`config.mk`:
```
export PLATFORM = sky130hd
export DESIGN_NAME = led_blink_ctrl
export DESIGN_NICKNAME = d
export VERILOG_FILES = /design/src/rtl/led_blink_ctrl.sv
export SDC_FILE = /design/constraint.sdc
export NUM_CORES = 1
export LEC_CHECK = 0
export BUFFER_PORTS_ARGS = -buffer_cell sky130_fd_sc_hd__buf_2
export CAP_MARGIN = 20
export CORE_ASPECT_RATIO = 0.5
export CORE_MARGIN = 1
export CORE_UTILIZATION = 47
export CTS_CLUSTER_SIZE = 28
export DETAILED_ROUTE_END_ITERATION = 10
export PLACE_DENSITY = 0.69
export SYNTH_ARGS = -nofsm -noshare
export SYNTH_HDL_FRONTEND = slang
export SYNTH_SLANG_ARGS = --single-unit
export TNS_END_PERCENT = 1
```
`constraint.sdc`:
```
create_clock -name clk -period 4.4 [get_ports clk]
set_input_delay 0.44 -clock clk [delete_from_list [all_inputs] [get_ports clk]]
set_output_delay 0.44 -clock clk [all_outputs]
set_load 0.01 [all_outputs]
```
`src/rtl/led_blink_ctrl.sv`:
```
// rtl/led_blink_ctrl.sv - LED ON/OFF phase sequencer driving a millisecond timer
module led_blink_ctrl #(
  parameter int DEF_ON_MS  = 500,
  parameter int DEF_OFF_MS = 500,
  parameter int MS_W       = 16
) (
  input  logic            clk,
  input  logic            rst,
  input  logic            en,
  input  logic [MS_W-1:0] on_ms,
  input  logic [MS_W-1:0] off_ms,
  input  logic            cfg_wr,
  output logic            cfg_pending,
  input  logic [MS_W-1:0] timer_ms,
  output logic            timer_en,
  output logic            timer_rst,
  output logic            led,
  output logic            phase_tick,
  output logic [MS_W-1:0] blink_cnt
);

  localparam logic [2:0] S_IDLE    = 3'd0;
  localparam logic [2:0] S_CLR_ON  = 3'd1;
  localparam logic [2:0] S_ON      = 3'd2;
  localparam logic [2:0] S_CLR_OFF = 3'd3;
  localparam logic [2:0] S_OFF     = 3'd4;

  localparam logic [MS_W-1:0] MS_ONE  = MS_W'(1);
  localparam logic [MS_W-1:0] DEF_ON  = MS_W'(DEF_ON_MS);
  localparam logic [MS_W-1:0] DEF_OFF = MS_W'(DEF_OFF_MS);

  logic [2:0]      state;
  logic [2:0]      state_nxt;
  logic [MS_W-1:0] act_on;
  logic [MS_W-1:0] act_off;
  logic [MS_W-1:0] pend_on;
  logic [MS_W-1:0] pend_off;
  logic [MS_W-1:0] eff_on;
  logic [MS_W-1:0] eff_off;
  logic            on_done;
  logic            off_done;

  // A zero duration is stretched to 1 ms so a phase can never finish in its own clear cycle
  assign eff_on   = (act_on  == '0) ? MS_ONE : act_on;
  assign eff_off  = (act_off == '0) ? MS_ONE : act_off;
  assign on_done  = (state == S_ON)  && (timer_ms >= eff_on);
  assign off_done = (state == S_OFF) && (timer_ms >= eff_off);

  // A phase only ends (and is only counted) while still enabled; dropping en wins
  assign phase_tick = en && (on_done || off_done);

  // Moore outputs: the timer is held cleared outside the two counting states
  assign led       = (state == S_CLR_ON) || (state == S_ON);
  assign timer_en  = (state == S_ON) || (state == S_OFF);
  assign timer_rst = !((state == S_IDLE) || (state == S_CLR_ON) || (state == S_CLR_OFF));

  // Next-state selection; en low returns to IDLE from any state
  always_comb begin
    state_nxt = state;
    if (!en) begin
      state_nxt = S_IDLE;
    end else begin
      case (state)
        S_IDLE:    state_nxt = S_CLR_ON;
        S_CLR_ON:  state_nxt = S_ON;
        S_ON:      if (on_done) state_nxt = S_CLR_OFF;
        S_CLR_OFF: state_nxt = S_OFF;
        S_OFF:     if (off_done) state_nxt = S_CLR_ON;
        default:   state_nxt = S_IDLE;
      endcase
    end
  end

  // State register
  always_ff @(posedge clk) begin
    if (!rst) begin
      state <= S_IDLE;
    end else begin
      state <= state_nxt;
    end
  end

  // Double-buffered config: active values change only in CLR_ON, i.e. at a period boundary
  always_ff @(posedge clk) begin
    if (!rst) begin
      act_on      <= DEF_ON;
      act_off     <= DEF_OFF;
      pend_on     <= '0;
      pend_off    <= '0;
      cfg_pending <= 1'b0;
    end else if (state == S_CLR_ON) begin
      if (cfg_wr) begin
        act_on  <= on_ms;
        act_off <= off_ms;
      end else if (cfg_pending) begin
        act_on  <= pend_on;
        act_off <= pend_off;
      end
      cfg_pending <= 1'b0;
    end else if (cfg_wr) begin
      pend_on     <= on_ms;
      pend_off    <= off_ms;
      cfg_pending <= 1'b1;
    end
  end

  // Completed-period counter, advanced at the end of each OFF phase; wraps naturally
  always_ff @(posedge clk) begin
    if (!rst) begin
      blink_cnt <= '0;
    end else if (en && off_done) begin
      blink_cnt <= blink_cnt + MS_ONE;
    end
  end

endmodule

```
==> qor.txt, run 1 <==
status: finished clean
Top Ports: 73
Post-DP HPWL: 7730 um
WP buf/inv: 2
Die ar.: 0.0103 mm^2
row count: 25
Ys Warns: 0
Slowest-stage cell, CP: dfxtp_1
grt ovf: 0
part of the cycle the worst path needs: 0.711
combinational power share: 0.176
final net count: 691
DR vias: 3,900
Layout Cells excl Fill: 746
fmax: 0.319 GHz
setup violators final: 0
count of pins over their slew limit: 0
Final Core Density: 0.572
Switch Pwr: 0.000592 W
Worst-Skew Late Latency: 0.35 ns
Startpoint Class: flop
critical path depth in cells: 10
register bit total from synthesis: 84
TritonCTS clock tree: built
antenna viol nets, final: 0
Worst setup EP type: primary output
cells along the critical path: nor4_1, a41o_1, ha_1, nor3b_1, o21ai_1, a22oi_2, buf_4, a21oi_1, a41o_1, buf_2
setup TNS: 0 ns
CORE AREA: 0.00951 mm^2
commonest non-fill, non-tap cell in the layout: nand2_1
effective utilization at floorplan: 0.488
largest net degree at the start of global routing: 53
placed insts: 728
actual slew at the worst max-slew pin: 0.780 ns
Netlist Area Pre-Place: 0.00464 mm^2
wire length on met3: 424 um
Worst R2R Path Depth: 9
Via density: 5.23
Clock transition at path regs: 0.07 ns
asr flop ratio synth: 0
ratio of cells with drive above 1 in the final layout: 0.177
Seq/Total Area, Yosys: 0.362
RSZ-0062 raised after global routing: false
placed instance area: 0.00508 mm^2
setup bufs post-CTS: 0
leakage power: 2.67 nW
first-pass GRT wire length: 17,500 um
H-tree depth: 3
Power Density: 371 mW/mm^2
top cell family by delay on the critical path: compound AO/OA/AOI/OAI gates
WL per Instance: 14.3 um
met2 wire length: 4770 um
Post-CTS Resized: 0
drt first-iter violations: 204
most frequent cells in the layout: 126 x nand2_1, 84 x dfxtp_1, 72 x buf_2, 48 x mux2i_1, 35 x inv_1
Post-synth EDFFs: 0
antenna diode count: 0
Die X-Extent: 143 um
Setup Skew: 0.00859 ns
clk sinks: 84
Hold/Removal Path Class: in2reg
Worst Setup Path Type: reg2out
internal power: 0.00143 W
Max-slew headroom: 0.480
DR DRC count: 0
switch share: 0.293
initial antenna violation count: 0
cell area after layout: 0.00544 mm^2
chip height: 72.3 um
wl on met1: 5400 um
critical path fanouts, max: 17
Area growth syn-to-layout: 17.2%
synthesized area per cell: 8.48 um^2
final wirelength: 10,700 um
gr usage total: 0.220
vias in the first global route: 3,526
# hold bufs at CTS: 0
syn nets: 632
Crit path top cell by count: a41o_1
worst hold stages: 3
Crit path required time: 3.96 ns
sequential power share: 0.427
MaxCap Viol Count: 0
top_reg_cell synth: dfxtp_1
minimum clock period: 3.13 ns
Port Buffers: 72
Detailed Routing Iterations Pass 1: 4
Synth Instances: 547
number of CTS-inserted buffers: 9
highest metal used: met4
Arr. time, crit path: 2.69 ns
Hold Vio Cnt, Final: 0
CTS root buf: clkbuf_16
Crit path largest cell delay: 0.33 ns
CTS Buffer Depth: 2
RePlAce Congestion: 0.925
Clock Power Share: 0.397
Netlist cell types: 44
worst ir drop on vdd: 0.000213 V
[flip-flops by register name, indices dropped and copies added, names as in the netlist]
signal,count
act_off,16
blink_cnt,16
pend_on,16
act_on,16
cfg_pending,1
state,3
pend_off,16
[through the flow]
stage                     worst slack [ns]  hold WS [ns]  total power, W
after floorplan                       1.95         0.434         0.00111
after global placement                1.69         0.439         0.00121
after detailed placement              1.66         0.446         0.00122
after CTS                             1.27         0.329         0.00202
after global routing                  1.06         0.332         0.00212
final                                 1.27         0.336         0.00202
[cell families (layout without fill, tap and decap cells)]
group / Yosys count / after routing / synth area share
AND/OR/NAND/NOR: 197 / 197 / 0.194
AO/OA/AOI/OAI: 113 / 113 / 0.185
flip-flops: 84 / 84 / 0.362
buffers and inverters: 70 / 134 / 0.0615
multiplexers: 48 / 48 / 0.104
adder cells (fa/ha/maj): 33 / 33 / 0.0890
XOR/XNOR: 2 / 2 / 0.00378
[worst register-to-register path, cell delays in order (launching register included)]
cell and delay [ns]:
dfxtp_1 0.33, nor4_1 0.29, a41o_1 0.21, ha_1 0.22, nor3b_1 0.21, o21ai_1 0.14, a22oi_2 0.16, buf_4 0.25
a21oi_1 0.17, mux2i_1 0.16
[Yosys cell counts (2+ instances only)]
| cell | number | area, um^2 |
|---|---|---|
| buf_2 | 18 | 90.1 |
| nand2_1 | 126 | 473 |
| o21ai_0 | 5 | 25.0 |
| xnor2_1 | 2 | 17.5 |
| nand4_1 | 8 | 50.1 |
| a2111oi_2 | 3 | 45.0 |
| clkbuf_1 | 16 | 60.1 |
| nor4_1 | 6 | 37.5 |
| nor3_1 | 6 | 30.0 |
| inv_1 | 35 | 131 |
| o211a_1 | 20 | 200 |
| a21oi_1 | 23 | 115 |
| nor3b_1 | 2 | 15.0 |
| nor2b_1 | 2 | 12.5 |
| and3_1 | 3 | 18.8 |
| o211ai_1 | 14 | 105 |
| a21boi_1 | 30 | 225 |
| nand2b_1 | 15 | 93.8 |
| nor2_1 | 9 | 33.8 |
| dfxtp_1 | 84 | 1680 |
| o21ai_1 | 3 | 15.0 |
| mux2i_1 | 48 | 480 |
| a21o_1 | 2 | 15.0 |
| and4_1 | 2 | 17.5 |
| a21boi_0 | 2 | 15.0 |
| a41o_1 | 3 | 30.0 |
| ha_1 | 33 | 413 |
| nand3_1 | 11 | 55.1 |
[final timing paths]
path	start	to	slack (ns)
setup / recovery	act_off[3]	phase_tick	1.27
setup reg to reg	act_off[3]	blink_cnt[0]	2.14
hold reg to reg	pend_on[12]	pend_on[12]	0.45
hold / removal	off_ms[10]	pend_off[10]	0.34
[power groups by stage]
| stage | sequential (W) | clock (W) | combinational [W] |
|---|---|---|---|
| after floorplan | 0.000861 | 0 | 0.000252 |
| after global placement | 0.000875 | 0 | 0.000340 |
| after detailed placement | 0.000879 | 0 | 0.000345 |
| after CTS | 0.000862 | 0.000816 | 0.000348 |
| after global routing | 0.000868 | 0.000850 | 0.000402 |
| final | 0.000862 | 0.000802 | 0.000354 |
[per-layer routing]
metal,vias up,track usage
li1,2023,-
met1,1805,0.304
met2,64,0.346
met3,8,0.0574
met4,0,0.0502
met5,-,0
[final cells by class]
type,count,area [um^2]
fill,903,4070
multi-input combinational,393,2680
sequential,84,1680
timing repair buffer,82,463
clock buffer,9,225
tap,135,169
inverter,36,135
clock inverter,7,87.6
Note: power is estimated with default switching activity, not from simulation.
==> inputs of run 2 (changes only) <==
--- a/config.mk
+++ b/config.mk
@@ -12,7 +12,7 @@
 export CORE_UTILIZATION = 47
 export CTS_CLUSTER_SIZE = 28
 export DETAILED_ROUTE_END_ITERATION = 10
-export PLACE_DENSITY = 0.69
+export PLACE_DENSITY = 0.72
 export SYNTH_ARGS = -nofsm -noshare
 export SYNTH_HDL_FRONTEND = slang
 export SYNTH_SLANG_ARGS = --single-unit
==> constraint.sdc (replaced) <==
create_clock -name clk -period 2.6 [get_ports clk]
set_input_delay 0.26 -clock clk [delete_from_list [all_inputs] [get_ports clk]]
set_output_delay 0.26 -clock clk [all_outputs]
set_load 0.01 [all_outputs]
==> run 2 against run 1 <==
The flow now finishes with violations (setup timing). Sequential share of layout area shrank 0.71 points. Global-route usage up 0.75 points. First-iteration DRC count increased by 7.8%. Total power increased by 72%. Combinational power is 71% higher. Sequential cell count is the same. Critical path type unchanged. Critical endpoint unchanged. Largest power group unchanged. Highest routed layer unchanged.
==> qor.txt, run 2 (synthesis gave the netlist of run 1 again) <==
grt ovf: 0 (unchanged)
Port Buffers: 72 (unchanged)
fillers: 862 (-4.5%)
worst ir drop on vdd: 0.000354 V (+66%)
Clock transition at path regs: 0.07 ns (about the same)
TritonCTS clock tree: built
Crit path required time: 2.34 ns (-1.62 ns)
RSZ-0062 raised after global routing: true
effective utilization at floorplan: 0.488 (unchanged)
Detailed Routing Iterations Pass 1: 5 (+1)
drt first-iter violations: 220 (+7.8%)
clk sinks: 84 (unchanged)
Power Density: 621 mW/mm^2 (+67%)
status: complete, but fails checks
Die ar.: 0.0103 mm^2 (unchanged)
Hold/Removal Path Class: in2reg
internal power: 0.00250 W (+75%)
actual slew at the worst max-slew pin: 0.649 ns (-0.131 ns)
Fin Hold WS: 0.162 ns (-0.175 ns)
final net count: 697 (+0.87%)
part of the cycle the worst path needs: 1.01
Top Ports: 73 (unchanged)
setup TNS: -0.0170 ns (-0.0170 ns)
initial antenna violation count: 0 (unchanged)
CTS Buffer Depth: 2 (unchanged)
Clock Power Share: 0.402 (+0.005)
critical path fanouts, max: 3 (-14)
Switch Pwr: 0.000974 W (+65%)
fmax: 0.382 GHz
Worst Setup Path Type: reg2out
failing checks: setup timing
DR vias: 3,983 (+2.1%)
Post-DP HPWL: 7660 um (-0.95%)
row count: 25 (unchanged)
final wirelength: 10,900 um (+2.3%)
RePlAce Congestion: 0.839 (-9.3%)
Arr. time, crit path: 2.36 ns (-0.33 ns)
largest net degree at the start of global routing: 63 (+19%)
Die X-Extent: 143 um (unchanged)
H-tree depth: 3 (unchanged)
CTS root buf: clkbuf_16
Final Core Density: 0.587 (+0.0155)
commonest non-fill, non-tap cell in the layout: nand2_1
switch share: 0.281 (-0.0126)
antenna viol nets, final: 0 (unchanged)
Area growth syn-to-layout: 20.4%
minimum clock period: 2.62 ns
worst hold stages: 3 (unchanged)
Hold Vio Cnt, Final: 0 (unchanged)
Via density: 5.30 (+1.3%)
sequential power share: 0.423 (-0.004)
number of CTS-inserted buffers: 9 (unchanged)
most frequent cells in the layout: 126 x nand2_1, 81 x dfxtp_1, 71 x buf_2, 48 x mux2i_1, 35 x inv_1
first-pass GRT wire length: 18,200 um (+3.7%)
final worst setup slack: -0.0170 ns (-1.29 ns)
CORE AREA: 0.00951 mm^2 (unchanged)
Setup Skew: 0.00720 ns (-0.00139 ns)
gr usage total: 0.228 (+0.00752)
Max-slew headroom: 0.567 (+0.0875)
antenna diode count: 0 (unchanged)
Startpoint Class: flop
combinational power share: 0.175 (about the same)
chip height: 72.3 um (unchanged)
worst reg2reg setup slack: 0.08 ns (-2.06 ns)
Worst-Skew Late Latency: 0.34 ns (about the same)
Worst setup EP type: primary output
DR DRC count: 0 (unchanged)
vias in the first global route: 3,724 (+5.6%)
setup violators final: 1 (+1)
MaxCap Viol Count: 0 (unchanged)
WL per Instance: 14.5 um (+1.4%)
ratio of cells with drive above 1 in the final layout: 0.203 (+0.0258)
count of pins over their slew limit: 0 (unchanged)
Worst R2R Path Depth: 13 (+4)
leakage power: 2.71 nW (+1.6%)
## run 2: cell types whose count changed in the layout (fill, tap and decap cells not counted), moves of 2 or more
cell,before,now
dfxtp_2,0,2
clkinv_2,0,2
nor4_1,6,1
buf_4,8,13
nor4_2,1,4
inv_6,4,1
nor4_4,0,2
dfxtp_1,84,81
buf_12,0,3
## run 2: routing by layer
layer | share of wire | vias up | track usage | wire length, um
met5 | 0 | - | 0 | 0
met4 | 0.0089 | 0 | 0.0538 | 97
met3 | 0.044 | 8 | 0.0528 | 485
met2 | 0.48 | 72 | 0.379 | 5220
met1 | 0.47 | 1869 | 0.302 | 5120
li1 | - | 2034 | - | -
## run 2: worst paths after layout
path | from | to
max reg2reg | act_off[15] | blink_cnt[1]
min | on_ms[1] | pend_on[1]
min reg2reg | pend_on[5] | pend_on[5]
max | act_off[15] | phase_tick
## run 2: final cells by class
cell class | instances | area (um^2) | share of cell area
sequential | 84 | 1690 | 0.302
inverter | 36 | 135 | 0.0242
clock buffer | 9 | 225 | 0.0403
clock inverter | 7 | 97.6 | 0.0175
tap | 135 | 169 | 0.0302
multi-input combinational | 393 | 2750 | 0.492
timing repair buffer | 88 | 524 | 0.0939
## run 2: critical path, stage by stage, from the launching register on
cell and delay [ns]:
dfxtp_1 0.34, nor4_2 0.32, a41o_1 0.22, ha_1 0.23
nor3b_2 0.15, o21ai_1 0.09, a22oi_2 0.21, a21oi_2 0.10
a41o_1 0.23, buf_6 0.13
## run 2: power by group through the flow
stage	clock network (W)	registers, W	logic [W]
finish	0.00139	0.00147	0.000607
CTS	0.00142	0.00146	0.000608
floorplan	0	0.00146	0.000426
global route	0.00148	0.00148	0.000690
detailed placement	0	0.00148	0.000591
global placement	0	0.00147	0.000582
## run 2: what timing repair did
action                                  CTS  global route
endpoints found under the setup margin    1             3
gates resized for setup                  12             4
setup buffers                             7             0
hold buffers                              0             0
pin swaps                                 9             3
## run 2: metrics by stage
step	power [W]	area [um^2]	setup WS, ns	instances
2_1_floorplan	0.00188	4640	0.332	547
3_3_place_gp	0.00206	5130	0.240	729
3_5_place_dp	0.00207	5130	0.152	729
4_1_cts	0.00349	5560	0.00409	752
5_1_grt	0.00365	5580	-0.168	752
6_report	0.00347	5580	-0.0170	752
==> inputs of run 3 (changes only) <==
--- a/config.mk
+++ b/config.mk
@@ -13,6 +13,7 @@
 export CTS_CLUSTER_SIZE = 28
 export DETAILED_ROUTE_END_ITERATION = 10
 export PLACE_DENSITY = 0.72
+export REMOVE_ABC_BUFFERS = 1
 export SYNTH_ARGS = -nofsm -noshare
 export SYNTH_HDL_FRONTEND = slang
 export SYNTH_SLANG_ARGS = --single-unit
==> run 3 against run 2 <==
The run still ends with setup timing left. First-iteration DRC count is 5.0% higher. Sequential power hardly changed. Routed wire length is 7.0% lower. Non-clock buffer count is 1 lower. Via count is 1.8% lower. Die area stayed put. Cell count stayed put. Maximum frequency is 0.60% higher. Register-to-register slack better by 0.25 ns. Total power is 0.90% lower. Worst setup slack better by 0.016 ns. Largest power group unchanged.
==> qor.txt, run 3 (synthesis gave the netlist of run 1 again) <==
status: complete, but fails checks
failing checks: setup timing
MaxCap Viol Count: 0 (unchanged)
first-pass GRT wire length: 16,700 um (-8.2%)
Die ar.: 0.0103 mm^2 (unchanged)
effective utilization at floorplan: 0.488 (unchanged)
fmax: 0.384 GHz (+0.60%)
M3 GR Usage: 0.0627 (+0.00990)
DR DRC count: 0 (unchanged)
vias in the first global route: 3,529 (-5.2%)
gr usage total: 0.210 (-0.0181)
Arr. time, crit path: 2.34 ns (-0.02 ns)
minimum clock period: 2.60 ns (-0.0157 ns)
Hold/Removal Path Class: in2reg
M2 GR Usage: 0.334 (-0.0452)
commonest non-fill, non-tap cell in the layout: nand2_1
clk sinks: 84 (unchanged)
Detailed Routing Iterations Pass 1: 4 (-1)
largest net degree at the start of global routing: 41 (-35%)
placed insts: 734 (+0.69%)
met1 capacity usage during global routing: 0.273 (-0.0283)
ratio of cells with drive above 1 in the final layout: 0.203 (+0.000329)
number of CTS-inserted buffers: 9 (unchanged)
Via density: 5.20 (-1.8%)
Worst-Skew Late Latency: 0.34 ns (about the same)
CTS Buffer Depth: 2 (unchanged)
Port Buffers: 72 (unchanged)
H-tree depth: 3 (unchanged)
leakage power: 2.70 nW (-0.45%)
critical path fanouts, max: 3 (unchanged)
Setup Skew: 0.00707 ns (-0.000129 ns)
setup TNS: -0.00136 ns (+0.0157 ns)
grt ovf: 0 (unchanged)
row count: 25 (unchanged)
final net count: 696 (-0.14%)
Max-slew headroom: 0.645 (+0.0776)
Power Density: 623 mW/mm^2 (+0.33%)
Hold Vio Cnt, Final: 0 (unchanged)
setup violators final: 1 (unchanged)
TritonCTS clock tree: built
CORE AREA: 0.00951 mm^2 (unchanged)
Area growth syn-to-layout: 18.9%
WL per Instance: 13.5 um (-7.0%)
Startpoint Class: flop
Layout Cells excl Fill: 752 (unchanged)
antenna viol nets, final: 0 (unchanged)
CTS root buf: clkbuf_16
worst ir drop on vdd: 0.000380 V (+7.4%)
Clock transition at path regs: 0.06 ns (about the same)
RSZ-0062 raised after global routing: true
DR vias: 3,912 (-1.8%)
drt first-iter violations: 231 (+5.0%)
count of pins over their slew limit: 0 (unchanged)
initial antenna violation count: 1 (+1)
worst slack, placed: 0.197 ns (+0.0444 ns)
grt peak-use layer: met2
Top Ports: 73 (unchanged)
most frequent cells in the layout: 126 x nand2_1, 78 x dfxtp_1, 72 x buf_2, 48 x mux2i_1, 35 x inv_1
Post-DP HPWL: 7310 um (-4.6%)
Worst setup EP type: primary output
Die X-Extent: 143 um (unchanged)
RePlAce Congestion: 0.878 (+4.6%)
actual slew at the worst max-slew pin: 0.533 ns (-0.116 ns)
final worst setup slack: -0.00136 ns (+0.0157 ns)
Crit path required time: 2.34 ns (about the same)
part of the cycle the worst path needs: 1.00 (-0.00603)
Fin Hold WS: 0.163 ns (+0.00128 ns)
chip height: 72.3 um (unchanged)
Worst Setup Path Type: reg2out
final wirelength: 10,200 um (-7.0%)
[run 3: cell types whose count changed in the layout (fill, tap and decap cells not counted), moves of 2 or more]
cell	change
dfxtp_2	+3
clkinv_4	+2
dfxtp_1	-3
buf_12	-3
buf_4	+2
[run 3: per-layer routing]
layer	vias up	part of all wire
li1	2035	-
met1	1796	0.48
met2	71	0.44
met3	10	0.059
met4	0	0.013
met5	-	0
[run 3: repair_timing]
item | in CTS | in global routing
buffers inserted | 1 | 0
pin swaps | 12 | 1
setup endpoints to repair | 1 | 1
resized for setup | 15 | 0
hold buffers | 0 | 0
[run 3: final timing paths]
kind,from,endpoint,slack [ns],cells past startpoint
setup / recovery,act_on[12],phase_tick,-0.001,9
setup reg to reg,act_off[10],blink_cnt[15],0.33,8
hold reg to reg,pend_off[0],pend_off[0],0.45,2
hold / removal,on_ms[1],pend_on[1],0.16,3
[run 3: stage by stage]
step           total power [W]   util  area (um^2)
6_report               0.00344  0.580         5520
5_1_grt                0.00362  0.580         5510
4_1_cts                0.00347  0.580         5510
3_5_place_dp           0.00206  0.539         5130
3_3_place_gp           0.00205  0.539         5130
2_1_floorplan          0.00184      -         4490
[run 3: worst max-delay path, cell delays in order (launching register included)]
cell and delay (ns):
dfxtp_4 0.36, nor4_4 0.28, a41o_1 0.19, ha_1 0.21
and3_1 0.14, o21ai_1 0.12, a31oi_1 0.08, a211o_1 0.28
a41o_1 0.19, buf_2 0.14
[run 3: final cells by class]
type | count | area (um^2)
fillers | 899 | 3990
multi-input cells | 393 | 2720
flip-flops and latches | 84 | 1690
repair buffers | 87 | 473
clock buffers | 10 | 239
well taps | 135 | 169
inverters | 36 | 135
clock inverters | 6 | 87.6
diodes | 1 | 2.50
[run 3: where the power goes]
part	internal [W]	switching, W	total (W)
logic	0.000256	0.000337	0.000593
clock network	0.000867	0.000516	0.00138
registers	0.00139	0.0000766	0.00146
total	0.00251	0.000930	0.00344
